$ cat src/rtl/solver_control_mc_if.sv
// Host load, datapath control/status and result handshake signals of solver_control_mc.
// slave = the sequencer, master = the host/datapath side driving it.
interface solver_control_mc_if #(
    parameter int LIMB_INDEX_BITS = 6,
    parameter int ITER_BITS       = 16
);
    logic                       wr_real_en;
    logic                       wr_imag_en;
    logic [LIMB_INDEX_BITS-1:0] wr_ind;
    logic                       wr_num_limbs_en;
    logic [LIMB_INDEX_BITS-1:0] num_limbs_data;
    logic                       wr_iter_lim_en;
    logic [ITER_BITS-1:0]       iter_lim_data;
    logic                       start;
    logic                       mode;
    logic                       abort;
    logic                       diverged;
    logic                       zre_sign;
    logic                       zim_sign;
    logic [LIMB_INDEX_BITS-1:0] limb_ind;
    logic [LIMB_INDEX_BITS-1:0] zre_ind;
    logic [LIMB_INDEX_BITS-1:0] zim_ind;
    logic                       cre_wr_en;
    logic                       cim_wr_en;
    logic                       zre_wr_en;
    logic                       zim_wr_en;
    logic                       op_abs;
    logic                       flip;
    logic                       first_part;
    logic                       top_limb;
    logic                       neg_im;
    logic                       res_valid;
    logic                       res_ready;
    logic [ITER_BITS-1:0]       res_count;
    logic                       busy;

    modport slave (
        input  wr_real_en, wr_imag_en, wr_ind, wr_num_limbs_en, num_limbs_data,
               wr_iter_lim_en, iter_lim_data, start, mode, abort,
               diverged, zre_sign, zim_sign, res_ready,
        output limb_ind, zre_ind, zim_ind, cre_wr_en, cim_wr_en, zre_wr_en, zim_wr_en,
               op_abs, flip, first_part, top_limb, neg_im, res_valid, res_count, busy
    );

    modport master (
        output wr_real_en, wr_imag_en, wr_ind, wr_num_limbs_en, num_limbs_data,
               wr_iter_lim_en, iter_lim_data, start, mode, abort,
               diverged, zre_sign, zim_sign, res_ready,
        input  limb_ind, zre_ind, zim_ind, cre_wr_en, cim_wr_en, zre_wr_en, zim_wr_en,
               op_abs, flip, first_part, top_limb, neg_im, res_valid, res_count, busy
    );
endinterface

$ cat src/rtl/solver_control_mc.sv
// Limb / partial-product sequencer for the multi-limb escape-time solver (z = z^2 + c).
// Define SOLVER_ABS_EN to build the Burning Ship |z| pass (ABS/ABS_FLUSH, mode, neg_im).
module solver_control_mc #(
    parameter int LIMB_INDEX_BITS = 6,
    parameter int ITER_BITS       = 16,
    parameter int FLUSH_WAIT      = 4
) (
    input  logic               clock,
    input  logic               reset_n,
    solver_control_mc_if.slave bus
);
    localparam int FLUSH_BITS = (FLUSH_WAIT > 0) ? $clog2(FLUSH_WAIT + 1) : 1;
    localparam logic [FLUSH_BITS-1:0]      FLUSH_LAST = FLUSH_BITS'(FLUSH_WAIT);
    localparam logic [LIMB_INDEX_BITS-1:0] LIMB_ONE   = LIMB_INDEX_BITS'(1);
    localparam logic [ITER_BITS-1:0]       ITER_ONE   = ITER_BITS'(1);

`ifdef SOLVER_ABS_EN
    typedef enum logic [2:0] {
        S_IDLE, S_ABS, S_ABS_FLUSH, S_ITER, S_ITER_FLUSH, S_CHECK, S_DONE
    } state_e;
`else
    typedef enum logic [2:0] {
        S_IDLE, S_ITER, S_ITER_FLUSH, S_CHECK, S_DONE
    } state_e;
`endif

    state_e                     state_q, state_d;
    logic [LIMB_INDEX_BITS-1:0] limb_q, limb_d;
    logic [LIMB_INDEX_BITS-1:0] part_q, part_d;
    logic                       flip_q, flip_d;
    logic [FLUSH_BITS-1:0]      flushCnt_q, flushCnt_d;
    logic [ITER_BITS-1:0]       iterCount_q, iterCount_d;
    logic [LIMB_INDEX_BITS-1:0] numLimbs_q, numLimbs_d;
    logic [ITER_BITS-1:0]       iterLim_q, iterLim_d;
    logic                       resValid_q, resValid_d;
    logic [ITER_BITS-1:0]       resCount_q, resCount_d;
`ifdef SOLVER_ABS_EN
    logic                       mode_q, mode_d;
    logic                       negIm_q, negIm_d;
`else
    logic                       unusedAbsInputs;
    assign unusedAbsInputs = ^{bus.mode, bus.zre_sign, bus.zim_sign};
`endif

    logic [LIMB_INDEX_BITS-1:0] topIdx;
    logic [LIMB_INDEX_BITS-1:0] halfLimb;
    logic [LIMB_INDEX_BITS-1:0] numLimbsWr;
    logic [LIMB_INDEX_BITS-1:0] numLimbsEff;
    logic                       busyNow;

    assign topIdx      = numLimbs_q - LIMB_ONE;
    assign halfLimb    = limb_q >> 1;
    assign numLimbsWr  = (bus.num_limbs_data == '0) ? LIMB_ONE : bus.num_limbs_data;
    // A limb-count write in the start cycle must already shape the first pass.
    assign numLimbsEff = bus.wr_num_limbs_en ? numLimbsWr : numLimbs_q;
    assign busyNow     = (state_q != S_IDLE) && (state_q != S_DONE);

    assign bus.busy      = busyNow;
    assign bus.res_valid = resValid_q;
    assign bus.res_count = resCount_q;
`ifdef SOLVER_ABS_EN
    assign bus.neg_im    = negIm_q;
`else
    assign bus.neg_im    = 1'b0;
`endif

    always_ff @(posedge clock) begin
        if (!reset_n) begin
            state_q     <= S_IDLE;
            limb_q      <= '0;
            part_q      <= '0;
            flip_q      <= 1'b0;
            flushCnt_q  <= '0;
            iterCount_q <= '0;
            numLimbs_q  <= LIMB_ONE;
            iterLim_q   <= '0;
            resValid_q  <= 1'b0;
            resCount_q  <= '0;
`ifdef SOLVER_ABS_EN
            mode_q      <= 1'b0;
            negIm_q     <= 1'b0;
`endif
        end else begin
            state_q     <= state_d;
            limb_q      <= limb_d;
            part_q      <= part_d;
            flip_q      <= flip_d;
            flushCnt_q  <= flushCnt_d;
            iterCount_q <= iterCount_d;
            numLimbs_q  <= numLimbs_d;
            iterLim_q   <= iterLim_d;
            resValid_q  <= resValid_d;
            resCount_q  <= resCount_d;
`ifdef SOLVER_ABS_EN
            mode_q      <= mode_d;
            negIm_q     <= negIm_d;
`endif
        end
    end

    always_comb begin
        state_d        = state_q;
        limb_d         = limb_q;
        part_d         = part_q;
        flip_d         = flip_q;
        flushCnt_d     = flushCnt_q;
        iterCount_d    = iterCount_q;
        numLimbs_d     = numLimbs_q;
        iterLim_d      = iterLim_q;
        resValid_d     = resValid_q;
        resCount_d     = resCount_q;
`ifdef SOLVER_ABS_EN
        mode_d         = mode_q;
        negIm_d        = negIm_q;
`endif
        bus.limb_ind   = limb_q;
        bus.zre_ind    = '0;
        bus.zim_ind    = '0;
        bus.cre_wr_en  = 1'b0;
        bus.cim_wr_en  = 1'b0;
        bus.zre_wr_en  = 1'b0;
        bus.zim_wr_en  = 1'b0;
        bus.op_abs     = 1'b0;
        bus.flip       = 1'b0;
        bus.first_part = 1'b0;
        bus.top_limb   = 1'b0;

        case (state_q)
            S_IDLE: begin
                bus.cre_wr_en = bus.wr_real_en;
                bus.cim_wr_en = bus.wr_imag_en;
                bus.limb_ind  = bus.wr_ind;
                if (bus.wr_num_limbs_en) numLimbs_d = numLimbsWr;
                if (bus.wr_iter_lim_en)  iterLim_d  = bus.iter_lim_data;
                if (bus.start) begin
                    iterCount_d = '0;
                    limb_d      = numLimbsEff - LIMB_ONE;
                    part_d      = '0;
                    flip_d      = 1'b0;
`ifdef SOLVER_ABS_EN
                    mode_d      = bus.mode;
                    negIm_d     = 1'b0;
                    state_d     = bus.mode ? S_ABS : S_ITER;
`else
                    state_d     = S_ITER;
`endif
                end
            end
`ifdef SOLVER_ABS_EN
            S_ABS: begin
                bus.op_abs    = 1'b1;
                bus.zre_ind   = limb_q;
                bus.zim_ind   = limb_q;
                bus.zre_wr_en = !bus.abort;
                bus.zim_wr_en = !bus.abort;
                bus.top_limb  = (limb_q == topIdx);
                if (limb_q == '0) begin
                    state_d    = S_ABS_FLUSH;
                    flushCnt_d = '0;
                end else begin
                    limb_d = limb_q - LIMB_ONE;
                end
            end
            S_ABS_FLUSH: begin
                if (flushCnt_q == FLUSH_LAST) begin
                    state_d = S_ITER;
                    limb_d  = topIdx;
                    part_d  = '0;
                    flip_d  = 1'b0;
                end else begin
                    flushCnt_d = flushCnt_q + 1'b1;
                end
            end
`endif
            S_ITER: begin
                bus.flip       = flip_q;
                bus.first_part = (part_q == '0);
                bus.top_limb   = (limb_q == topIdx);
                bus.zre_ind    = flip_q ? part_q : limb_q - part_q;
                bus.zim_ind    = flip_q ? limb_q - part_q : part_q;
                if (!flip_q) begin
                    flip_d = 1'b1;
                end else if (part_q != halfLimb) begin
                    part_d = part_q + LIMB_ONE;
                    flip_d = 1'b0;
                end else begin
                    // Last partial of this limb: the accumulated result is written back.
                    bus.zre_wr_en = !bus.abort;
                    bus.zim_wr_en = !bus.abort;
                    part_d        = '0;
                    flip_d        = 1'b0;
                    if (limb_q == '0) begin
                        state_d    = S_ITER_FLUSH;
                        flushCnt_d = '0;
                    end else begin
                        limb_d = limb_q - LIMB_ONE;
                    end
                end
            end
            S_ITER_FLUSH: begin
                if (flushCnt_q == FLUSH_LAST) begin
                    state_d = S_CHECK;
                end else begin
                    flushCnt_d = flushCnt_q + 1'b1;
                end
            end
            S_CHECK: begin
                if (bus.diverged) begin
                    resCount_d = iterCount_q;
                    resValid_d = 1'b1;
                    state_d    = S_DONE;
                end else if (iterCount_q == iterLim_q) begin
                    resCount_d = '1;
                    resValid_d = 1'b1;
                    state_d    = S_DONE;
                end else begin
                    iterCount_d = iterCount_q + ITER_ONE;
                    limb_d      = topIdx;
                    part_d      = '0;
                    flip_d      = 1'b0;
`ifdef SOLVER_ABS_EN
                    if (mode_q) negIm_d = bus.zre_sign ^ bus.zim_sign;
                    state_d = mode_q ? S_ABS : S_ITER;
`else
                    state_d = S_ITER;
`endif
                end
            end
            S_DONE: begin
                if (bus.res_ready) begin
                    resValid_d = 1'b0;
                    state_d    = S_IDLE;
                end
            end
            default: state_d = S_IDLE;
        endcase

        // Abort discards the solve: nothing latched in this cycle survives.
        if (bus.abort && busyNow) begin
            state_d     = S_IDLE;
            iterCount_d = iterCount_q;
            resValid_d  = resValid_q;
            resCount_d  = resCount_q;
`ifdef SOLVER_ABS_EN
            negIm_d     = negIm_q;
`endif
        end
    end
endmodule

$ cat src/flat_wrapper.sv
// flat-port wrapper written by rule: the top's interface ports become plain ports
module solver_control_mc_flat 
#(
    parameter int LIMB_INDEX_BITS = 6,
    parameter int ITER_BITS       = 16,
    parameter int FLUSH_WAIT      = 4
)
  (clock, reset_n, bus_wr_real_en, bus_wr_imag_en, bus_wr_ind, bus_wr_num_limbs_en, bus_num_limbs_data, bus_wr_iter_lim_en, bus_iter_lim_data, bus_start, bus_mode, bus_abort, bus_diverged, bus_zre_sign, bus_zim_sign, bus_res_ready, bus_limb_ind, bus_zre_ind, bus_zim_ind, bus_cre_wr_en, bus_cim_wr_en, bus_zre_wr_en, bus_zim_wr_en, bus_op_abs, bus_flip, bus_first_part, bus_top_limb, bus_neg_im, bus_res_valid, bus_res_count, bus_busy);
  solver_control_mc_if #(.LIMB_INDEX_BITS(LIMB_INDEX_BITS), .ITER_BITS(ITER_BITS)) bus_i ();
  input  logic clock;
  input  logic reset_n;
  input wire logic [$bits(bus_i.wr_real_en)-1:0] bus_wr_real_en;
  input wire logic [$bits(bus_i.wr_imag_en)-1:0] bus_wr_imag_en;
  input wire logic [$bits(bus_i.wr_ind)-1:0] bus_wr_ind;
  input wire logic [$bits(bus_i.wr_num_limbs_en)-1:0] bus_wr_num_limbs_en;
  input wire logic [$bits(bus_i.num_limbs_data)-1:0] bus_num_limbs_data;
  input wire logic [$bits(bus_i.wr_iter_lim_en)-1:0] bus_wr_iter_lim_en;
  input wire logic [$bits(bus_i.iter_lim_data)-1:0] bus_iter_lim_data;
  input wire logic [$bits(bus_i.start)-1:0] bus_start;
  input wire logic [$bits(bus_i.mode)-1:0] bus_mode;
  input wire logic [$bits(bus_i.abort)-1:0] bus_abort;
  input wire logic [$bits(bus_i.diverged)-1:0] bus_diverged;
  input wire logic [$bits(bus_i.zre_sign)-1:0] bus_zre_sign;
  input wire logic [$bits(bus_i.zim_sign)-1:0] bus_zim_sign;
  input wire logic [$bits(bus_i.res_ready)-1:0] bus_res_ready;
  output wire logic [$bits(bus_i.limb_ind)-1:0] bus_limb_ind;
  output wire logic [$bits(bus_i.zre_ind)-1:0] bus_zre_ind;
  output wire logic [$bits(bus_i.zim_ind)-1:0] bus_zim_ind;
  output wire logic [$bits(bus_i.cre_wr_en)-1:0] bus_cre_wr_en;
  output wire logic [$bits(bus_i.cim_wr_en)-1:0] bus_cim_wr_en;
  output wire logic [$bits(bus_i.zre_wr_en)-1:0] bus_zre_wr_en;
  output wire logic [$bits(bus_i.zim_wr_en)-1:0] bus_zim_wr_en;
  output wire logic [$bits(bus_i.op_abs)-1:0] bus_op_abs;
  output wire logic [$bits(bus_i.flip)-1:0] bus_flip;
  output wire logic [$bits(bus_i.first_part)-1:0] bus_first_part;
  output wire logic [$bits(bus_i.top_limb)-1:0] bus_top_limb;
  output wire logic [$bits(bus_i.neg_im)-1:0] bus_neg_im;
  output wire logic [$bits(bus_i.res_valid)-1:0] bus_res_valid;
  output wire logic [$bits(bus_i.res_count)-1:0] bus_res_count;
  output wire logic [$bits(bus_i.busy)-1:0] bus_busy;
  assign bus_i.wr_real_en = bus_wr_real_en;
  assign bus_i.wr_imag_en = bus_wr_imag_en;
  assign bus_i.wr_ind = bus_wr_ind;
  assign bus_i.wr_num_limbs_en = bus_wr_num_limbs_en;
  assign bus_i.num_limbs_data = bus_num_limbs_data;
  assign bus_i.wr_iter_lim_en = bus_wr_iter_lim_en;
  assign bus_i.iter_lim_data = bus_iter_lim_data;
  assign bus_i.start = bus_start;
  assign bus_i.mode = bus_mode;
  assign bus_i.abort = bus_abort;
  assign bus_i.diverged = bus_diverged;
  assign bus_i.zre_sign = bus_zre_sign;
  assign bus_i.zim_sign = bus_zim_sign;
  assign bus_i.res_ready = bus_res_ready;
  assign bus_limb_ind = bus_i.limb_ind;
  assign bus_zre_ind = bus_i.zre_ind;
  assign bus_zim_ind = bus_i.zim_ind;
  assign bus_cre_wr_en = bus_i.cre_wr_en;
  assign bus_cim_wr_en = bus_i.cim_wr_en;
  assign bus_zre_wr_en = bus_i.zre_wr_en;
  assign bus_zim_wr_en = bus_i.zim_wr_en;
  assign bus_op_abs = bus_i.op_abs;
  assign bus_flip = bus_i.flip;
  assign bus_first_part = bus_i.first_part;
  assign bus_top_limb = bus_i.top_limb;
  assign bus_neg_im = bus_i.neg_im;
  assign bus_res_valid = bus_i.res_valid;
  assign bus_res_count = bus_i.res_count;
  assign bus_busy = bus_i.busy;
  solver_control_mc #(.LIMB_INDEX_BITS(LIMB_INDEX_BITS), .ITER_BITS(ITER_BITS), .FLUSH_WAIT(FLUSH_WAIT)) u_core (.clock(clock), .reset_n(reset_n), .bus(bus_i));
endmodule
$ cat config.mk
export PLATFORM = sky130hd
export DESIGN_NAME = solver_control_mc_flat
export DESIGN_NICKNAME = d
export VERILOG_FILES = /design/src/rtl/solver_control_mc_if.sv /design/src/rtl/solver_control_mc.sv /design/src/flat_wrapper.sv
export SDC_FILE = /design/constraint.sdc
export NUM_CORES = 1
export LEC_CHECK = 0
export BUFFER_PORTS_ARGS = -buffer_cell sky130_fd_sc_hd__buf_2
export CELL_PAD_IN_SITES_DETAIL_PLACEMENT = 0
export CELL_PAD_IN_SITES_GLOBAL_PLACEMENT = 1
export CORE_UTILIZATION = 28
export DETAILED_ROUTE_END_ITERATION = 6
export GPL_ROUTABILITY_DRIVEN = 0
export PLACE_DENSITY = 0.63
export SYNTH_ARGS = -nofsm -noshare
export SYNTH_HDL_FRONTEND = slang
export SYNTH_SLANG_ARGS = --single-unit
$ cat constraint.sdc
create_clock -name clock -period 2.5 [get_ports clock]
set_clock_uncertainty 0.05 [all_clocks]
set_input_delay 0.125 -clock clock [delete_from_list [all_inputs] [get_ports clock]]
set_output_delay 0.125 -clock clock [all_outputs]
set_load 0.005 [all_outputs]
==> impl_metrics.yaml <==
yosys:
  synth_top_area_frac: 0.334
  yosysTopAreaCell: "dfxtp_1"
  synth_xor_area_frac: 0.0947
  synth_compound_area_frac: 0.188
  yosys.cell_types.count: 56
  async_reset_ff_frac: 0
  synth_top_family_by_area: "simple AND/OR/NAND/NOR gates"
  ys_seq_area_frac: 0.334
  synth_seq_cells: 74
  synthCells: 536
  ys.flop_type: "dfxtp_1"
  yosysWarnings: 0
  synthesis.area_sq_um: 4440
  syn_area_per_cell_sq_um: 8.28
  yosys.area_share.adder: 0.0383
  synth-edff-count: 0
  synthMuxAreaShare: 0.0648
  synth_top_cells_by_area: "dfxtp_1, xnor2_1, nand2_1"
  synthSimpleGateAreaFrac: 0.211
cts:
  h-tree-depth: 3
  cts_max_path_buffers: 2
  clkTransAtPathRegs_ns: 0.06
  clkLatencyLatePin_ns: 0.33
  cts-root-buf: "clkbuf_16"
  cts_tree: "done"
  cts_buffers: 9
  cts_num_sinks: 74
placement:
  dp_hpwl_um: 8850
  port_buffers: 80
finish:
  nets: 679
  nFillCells: 1621
  num_antenna_cells: 0
  drive_above_1_share: 0.252
  syn_to_final_growth_pct: 26.9
global_route:
  antenna_found_initial: 0
  grt_overflow_total: 0
  grt_use_total: 0.151
  grt_max_degree: 33
  first_global_vias: 3756
  grt_pass1_wl_um: 19300
floorplan:
  dieWidth_um: 128
  start_util: 0.290
  pin_count: 86
  die_y_um: 128
  rows: 45
  die_area_sq_um: 16400
  core_sq_um: 15300
critical_path:
  arrival_ns: 2.22
  cp-end-kind: "output port"
  critPathMaxFanout: 5
  cp.required_ns: 2.33
  critPathLaunchType: "flip-flop"
  worstSetupPathType: "reg -> out"
power:
  p_comb_frac: 0.255
  p_clk_frac: 0.393
  switching_share: 0.290
  p_per_area_nw_per_um2: 662
  p_sw_w: 0.00108
  power_w: 0.00373
  ir_drop_uv: 357
  p_int_w: 0.00265
  leakagePower_nw: 2.27
  seqPwrFrac: 0.352
timing:
  final.period_utilization: 0.958
  fin_tns_setup_ns: 0
  hold_ws_ns: 0.0226
  setup_violations: 0
  slew_headroom: 0.505
  worst_pin_slew_ns: 0.738
  slew_viol_final: 0
  fmax_mhz: 418
  finalCriticalPeriod_ns: 2.39
  hold_viol: 0
drt:
  drtIter0Drc: 184
  vias: 3984
  drc: 0
  ant_nets: 0
  wirelength_um: 12000
  vias_per_cell: 4.75
  post_drt_wl_per_cell_um: 14.3
  drt-pass1-iter-count: 5
outcome:
  status: "complete, no violations"
run:
  cap_violations: 0
worst_hold_path:
  hold_path_class: "in -> reg"
-- cell families (layout without fill, tap and decap cells) --
kind of cell             Yosys count  after routing
AO/OA/AOI/OAI                    115            115
buffers and inverters             66            157
multiplexers                      28             28
adder cells (fa/ha/maj)           13             13
flip-flops                        74             74
AND/OR/NAND/NOR                  191            191
other                              1              2
XOR/XNOR                          48             48
-- power by group through the flow --
stage	Sequential, W	Combinational [W]	Clock, W
after floorplan	0.00131	0.000640	0
after global placement	0.00133	0.000867	0
after detailed placement	0.00134	0.000880	0
after CTS	0.00131	0.000909	0.00151
after global routing	0.00132	0.00106	0.00156
final	0.00131	0.000949	0.00147
-- worst max-delay path, cell delays in order (launching register included) --
cell and delay, ns:
dfxtp_2 0.35, inv_1 0.09, ha_2 0.20, inv_1 0.06, fa_2 0.35, a21o_1 0.18
a21oi_2 0.19, xnor2_2 0.15, mux2i_1 0.10, nor2_1 0.10, buf_2 0.12
-- placed cells by master (no fill, tap or decap), drive strengths merged, types with 4 or more instances in the layout --
master and count:
o21ai 14, dlygate4sd3 17, nand2 67, a211oi 10, nor4 4, a2111oi 6, nor3b 5, o21a 5
inv 24, clkbuf 9, xnor2 36, nand4 12, and2 8, a31o 5, xor2 12, nand2b 5
ha 12, nand3 13, mux2 6, buf 102, a21oi 43, dfxtp 74, nor2 51, nor3 7
o221a 16, mux2i 22
-- registers in the layout, summed over array words and instances, names as in the netlist, 3 cells and up --
name,count
u_core.bus.res_count,16
u_core.iterCount_q,16
u_core.iterLim_q,16
u_core.limb_q,6
u_core.numLimbs_q,6
u_core.part_q,6
u_core.flushCnt_q,3
u_core.state_q,3
-- synthesized netlist by cell type, types with 3 or more instances --
cell and n:
nand3_1 13, and3_1 3, a211oi_1 9, and2_1 8
mux2i_1 22, xor2_1 12, xnor2_1 36, inv_1 24
nand3b_1 3, mux2_2 6, o221a_2 14, buf_4 3
buf_6 4, nand4_1 12, o21a_1 5, buf_2 13
ha_1 12, nor2_1 51, a21oi_1 42, a2111oi_0 5
a21o_1 3, a31o_1 4, dfxtp_1 74, clkbuf_1 20
nor3b_1 5, nand2b_1 5, nor3_1 7, o21ai_0 14
nand2_1 67
-- repair_timing --
action	4_1_cts	5_1_grt
hold buffers	17	0
pin swaps	0	1
hold endpoints to repair	17	0
gates resized for setup	5	12
endpoints found under the setup margin	4	4
setup buffers	0	1
-- cell type report --
| class | instances | area, sq um | share of cell area |
|---|---|---|---|
| Tap cell | 211 | 264 | 0.0469 |
| Multi-Input combinational cell | 397 | 2710 | 0.480 |
| Clock buffer | 9 | 225 | 0.0400 |
| Sequential cell | 74 | 1490 | 0.265 |
| Clock inverter | 5 | 104 | 0.0184 |
| Inverter | 24 | 93.8 | 0.0167 |
| Timing Repair Buffer | 119 | 748 | 0.133 |
-- layer usage --
metal | up-vias | wire [um] | GRT usage
met5 | - | 0 | 0
met4 | 0 | 197 | 0.0561
met3 | 16 | 445 | 0.0313
met2 | 67 | 5220 | 0.229
met1 | 1847 | 6110 | 0.208
li1 | 2054 | - | -
-- stage by stage --
| stage | area [sq um] | setup slack [ns] | util | std cells |
|---|---|---|---|---|
| after global routing | 5630 | -0.0253 | 0.368 | 839 |
| after detailed placement | 5070 | 0.176 | 0.331 | 807 |
| after global placement | 5070 | 0.254 | 0.331 | 807 |
| final | 5630 | 0.106 | 0.368 | 839 |
| after floorplan | 4440 | 0.272 | - | 537 |
| after CTS | 5580 | 0.00654 | 0.364 | 838 |
-- final timing paths --
check,endpoint,depth (start not counted),start,slack [ns]
max,bus_zre_ind[4],10,u_core.limb_q[0],0.11
min,u_core.numLimbs_q[2],3,bus_num_limbs_data[2],0.02
max reg2reg,u_core.limb_q[5],6,u_core.state_q[1],0.18
min reg2reg,u_core.iterLim_q[10],2,u_core.iterLim_q[10],0.42
(Power assumes the default switching activity.)
